## config.mk

```make
export PLATFORM = sky130hd
export DESIGN_NAME = core_seq
export DESIGN_NICKNAME = d
export VERILOG_FILES = /design/src/rtl/core_seq.sv
export SDC_FILE = /design/constraint.sdc
export NUM_CORES = 1
export LEC_CHECK = 0
export CORE_MARGIN = 2
export CORE_UTILIZATION = 45
export DETAILED_ROUTE_END_ITERATION = 6
export PLACE_DENSITY = 0.78
export SLEW_MARGIN = 20
export SYNTH_ARGS = -nofsm -noshare
export SYNTH_HDL_FRONTEND = slang
export SYNTH_SLANG_ARGS = --single-unit
```

## constraint.sdc

```tcl
create_clock -name clk -period 5.33 [get_ports clk]
set_input_delay 1.066 -clock clk [delete_from_list [all_inputs] [get_ports clk]]
set_output_delay 1.066 -clock clk [all_outputs]
set_load 0.02 [all_outputs]
```

## src/rtl/core_seq.sv

```systemverilog
// core_seq: multi-cycle fetch/decode/exec/mem/wb sequencer with PC control,
// halt, memory-ack timeout fault and retired-instruction counter.
module core_seq #(
    parameter int AW      = 8,
    parameter int TIMEOUT = 15,
    parameter int CW      = 16
) (
    input  logic          clk,
    input  logic          rst,
    input  logic          start,
    input  logic          halt_req,
    output logic          imem_req,
    input  logic          imem_ack,
    output logic          ir_load,
    input  logic          dec_is_load,
    input  logic          dec_is_store,
    input  logic          dec_is_branch,
    input  logic          dec_is_jump,
    input  logic          dec_wb,
    input  logic          br_taken,
    input  logic [AW-1:0] br_target,
    output logic          dmem_req,
    output logic          dmem_we,
    input  logic          dmem_ack,
    output logic          rf_we,
    output logic          pc_inc,
    output logic          pc_load,
    output logic [AW-1:0] pc_target,
    output logic          busy,
    output logic          fault,
    output logic [2:0]    state,
    output logic [CW-1:0] instr_cnt
);
    localparam logic [2:0] S_IDLE = 3'd0, S_FETCH = 3'd1, S_DECODE = 3'd2, S_EXEC = 3'd3,
                           S_MEM = 3'd4, S_WB = 3'd5, S_HALT = 3'd6, S_FAULT = 3'd7;
    localparam int WW = (TIMEOUT < 2) ? 1 : $clog2(TIMEOUT + 1);

    logic [2:0]    state_q, state_d;
    logic [WW-1:0] wcnt_q, wcnt_d;
    logic          ld_q, ld_d, st_q, st_d, br_q, br_d, jmp_q, jmp_d, wb_q, wb_d, tk_q, tk_d;
    logic [AW-1:0] tgt_q, tgt_d;
    logic [CW-1:0] cnt_q, cnt_d;
    logic          expired, taken, redirect, retire;
    logic [2:0]    done_s;

    // Branch outcome is live in EXEC so a no-writeback branch can retire there.
    assign expired  = (TIMEOUT != 0) && (int'(wcnt_q) == TIMEOUT);
    assign taken    = (state_q == S_EXEC) ? br_taken : tk_q;
    assign redirect = jmp_q || (br_q && taken);
    assign retire   = (state_q == S_EXEC && !ld_q && !st_q && !wb_q) ||
                      (state_q == S_MEM && dmem_ack && st_q) || (state_q == S_WB);
    assign done_s   = halt_req ? S_HALT : S_FETCH;

    always_ff @(posedge clk) begin
        if (rst) begin
            state_q <= S_IDLE;
            wcnt_q  <= '0;
            {ld_q, st_q, br_q, jmp_q, wb_q, tk_q} <= '0;
            tgt_q   <= '0;
            cnt_q   <= '0;
        end else begin
            state_q <= state_d;
            wcnt_q  <= wcnt_d;
            {ld_q, st_q, br_q, jmp_q, wb_q, tk_q} <= {ld_d, st_d, br_d, jmp_d, wb_d, tk_d};
            tgt_q   <= tgt_d;
            cnt_q   <= cnt_d;
        end
    end

    always_comb begin
        state_d = state_q;
        case (state_q)
            S_IDLE, S_HALT: state_d = start ? S_FETCH : state_q;
            S_FETCH:        state_d = imem_ack ? S_DECODE : expired ? S_FAULT : S_FETCH;
            S_DECODE:       state_d = (dec_is_load && dec_is_store) ? S_FAULT : S_EXEC;
            S_EXEC:         state_d = (ld_q || st_q) ? S_MEM : wb_q ? S_WB : done_s;
            S_MEM:          state_d = dmem_ack ? (ld_q ? S_WB : done_s) : expired ? S_FAULT : S_MEM;
            S_WB:           state_d = done_s;
            default:        state_d = state_q;
        endcase
        wcnt_d = (state_d == state_q && (state_q == S_FETCH || state_q == S_MEM)) ? wcnt_q + 1'b1 : '0;
        {ld_d, st_d, br_d, jmp_d, wb_d} = (state_q == S_DECODE) ?
            {dec_is_load, dec_is_store, dec_is_branch, dec_is_jump, dec_wb} : {ld_q, st_q, br_q, jmp_q, wb_q};
        tk_d  = (state_q == S_EXEC) ? br_taken : tk_q;
        tgt_d = (state_q == S_EXEC) ? br_target : tgt_q;
        cnt_d = cnt_q + (retire ? 1'b1 : 1'b0);
    end

    always_comb begin
        imem_req  = state_q == S_FETCH;
        ir_load   = state_q == S_FETCH && imem_ack;
        dmem_req  = state_q == S_MEM;
        dmem_we   = state_q == S_MEM && st_q;
        rf_we     = state_q == S_WB;
        pc_inc    = retire && !redirect;
        pc_load   = retire && redirect;
        pc_target = (state_q == S_EXEC) ? br_target : tgt_q;
        busy      = state_q >= S_FETCH && state_q <= S_WB;
        fault     = state_q == S_FAULT;
        state     = state_q;
        instr_cnt = cnt_q;
    end
endmodule

```

==> results.cfg <==
[setup_path]
cp_top_family = flip-flops
crit_fanout = 18
reg2reg_to = instr_cnt[10]
cp-end-kind = output port
cp_num_cells = 5
critPathBufInv = 1
worstSetupStartpointType = flip-flop
crit_start = state[1]
r2r-start = state[1]
rrSetupSlack_ps = 2270
path_cells = nand3b_1, mux2_2, a21oi_1, nor2b_1, clkdlybuf4s50_1
critPathKind = flip-flop to output port
max_stage_delay_ps = 770
rr_worst_depth = 11
crit_end = pc_inc
critPathArrivalTime_ps = 2980
critical_path_required_ps = 4260
cp_slowest_cell = dfxtp_1

[placement]
place_inst = 306
port_buffers = 55
place_congestion = 0.9488
place_hpwl_um = 3226

[floorplan]
num_rows = 23
die_x_um = 69.92
start_util_pct = 47.86
die_h_um = 69.92
num_io_pins = 56
coreArea_um2 = 4086
die_area_um2 = 4889

[yosys]
syn_inst = 210
synth_xor_area_share_pct = 6.270
ys_types = 50
synth_edf_count = 0
synth_top_area_cell = dfxtp_1
synth_ff_type = dfxtp_1
synth_top_family_by_area = simple AND/OR/NAND/NOR gates
synth_compound_area_share_pct = 14.33
yosys_warnings = 0
synth-adder-area-share_pct = 2.495
synth_top_area_share_pct = 37.88
synth_seq_cells = 37
ys_top_cells_by_area = dfxtp_1, mux2_2, nor2_1
synth_nets = 233
synth.area.mux_share_pct = 7.742
syn_avg_cell_area_um2 = 9.313
yosys.area_share.simple_pct = 26.04
ys_seq_area_share_pct = 37.88
async_flop_share_pct = 0
synthesis.area_um2 = 1956

[drt]
firstDrtPassIters = 5
routed_wirelength_um = 4420
wl_per_cell_um = 14.08
drt_iter0_markers = 129
avgViaCountPerCell = 5.513
drc = 0
dr_total_vias = 1731
ant_nets = 0

[clock_tree]
cts_hold_buf = 0
cts_tree = yes
htree_levels = 2
numCtsBuffers = 5
cts.sinks = 37
postCtsSetupBuffers = 0
clk_pin_slew_worst_paths_ps = 70
clk_path_buf_depth = 2
cts_resized = 0
clk_latency_ps = 290
cts_root_buf = clkbuf_8

[grt]
grtUsageTotal_pct = 18.85
grt_pass1_vias = 1584
use_met1_pct = 22.86
busiest_layer = met2
gr-usage-met2_pct = 31.53
antenna_found_initial = 0
grt_max_degree = 29
grt_first_pass_wirelength_um = 7417
use_met3_pct = 5.628
overflow = 0

[layout]
final_common_cell = clkdlybuf4s50_1
ff_latch_area_um2 = 740.7
syn_to_final_growth_pct = 32.76
insertedDiodeCount = 0
utilization_pct = 63.53
drive_gt1_share_pct = 11.36
mostFrequentLayoutCells = clkdlybuf4s50_1, dfxtp_1, nor2_1, and2_1, a21oi_1
fin_nets = 286
final_cells = 314
multi_input_area_um2 = 1112
nFillCells = 363

[timing]
period_share_pct = 75.92
worst_slew_pin_slew_ps = 1012
fmax_mhz = 247.1
slew_viol_final = 0
min_period_ps = 4046
finalSetupTns_ps = 0
skew_ps = 8.070
rsz0062_at_grt = no
slew_headroom_pct = 32.33
hold_viol_final = 0
setup_viol = 0

[worst_hold_path]
hold_class = flip-flop to flip-flop

[pwr]
peakVddDrop_mv = 0.1913
leakagePower_nw = 0.9400
power_density_nw_per_um2 = 285.3

[run]
drv_cap = 0

[status]
status = finished, final reports clean
where the power goes:
group          total [mW]  internal [mW]  switching, mW
sequential          0.315          0.289         0.0254
combinational       0.185         0.0925         0.0924
clock               0.241          0.140          0.101
how the worst min path moves through the flow:
| stage | start | endpoint | slack (ps) | cells after the start |
|---|---|---|---|---|
| global route | instr_cnt[6] | instr_cnt[6] | 560 | 2 |
| global placement | instr_cnt[6] | instr_cnt[6] | 490 | 2 |
| detailed placement | br_q | br_q | 510 | 2 |
| finish | br_q | br_q | 520 | 2 |
| floorplan | br_q | br_q | 460 | 2 |
| CTS | br_q | br_q | 530 | 2 |
sequential cells by signal, summed over array words and instances (netlist names):
name       count
wcnt_q         4
instr_cnt     16
ld_q           1
state          3
jmp_q          1
tgt_q          8
wb_q           1
st_q           1
br_q           1
tk_q           1
cell type report:
class | count | area share (%)
clock inverters | 2 | 1.494
clock buffers | 6 | 2.795
inverters | 5 | 0.7229
multi-input cells | 159 | 42.84
repair buffers | 55 | 21.20
well taps | 50 | 2.410
flip-flops and latches | 37 | 28.53
per-layer routing:
layer	part of all wire, %	vias to the layer above
met2	48	64
met5	0	-
met1	44	799
met4	1.3	0
met3	6.6	8
li1	-	860
worst min-delay path: stages (launching register included):
cell,delay (ps)
dfxtp_1,340
mux2i_1,70
nor2_1,70
synth_stat cells, drive strengths merged (2+ instances only):
cell,count
a211oi,5
nand2,8
a21oi,11
or3,4
dfxtp,37
buf,3
xnor2,6
and2,11
nor2b,4
nand3b,2
o221ai,2
mux2,9
nand3,10
o21ai,7
and3,5
or2b,2
nor2,26
ha,3
clkbuf,6
nor3b,2
nor3,6
xor2,8
inv,5
mux2i,5
nand4,6
logic make-up (layout without fill, tap and decap cells):
group / Yosys count / after routing
buffers and inverters: 14 / 68
muxes: 14 / 14
DFF: 37 / 37
adders and majority gates: 4 / 4
AOI/OAI and AO/OA: 36 / 36
and+or+nand+nor: 91 / 91
xor gates and xnor gates: 14 / 14
metrics by stage:
stage	instance area (um2)	setup WS [ps]	total power [mW]	hold slack [ps]
floorplan	1956	2429	0.4481	460.7
global placement	2485	1635	0.5024	486.9
detailed placement	2485	1601	0.5048	509.2
CTS	2596	1293	0.7484	527.6
global route	2596	1030	0.7758	563.0
finish	2596	1284	0.7408	521.9
Note: power is estimated with default switching activity, not from simulation.
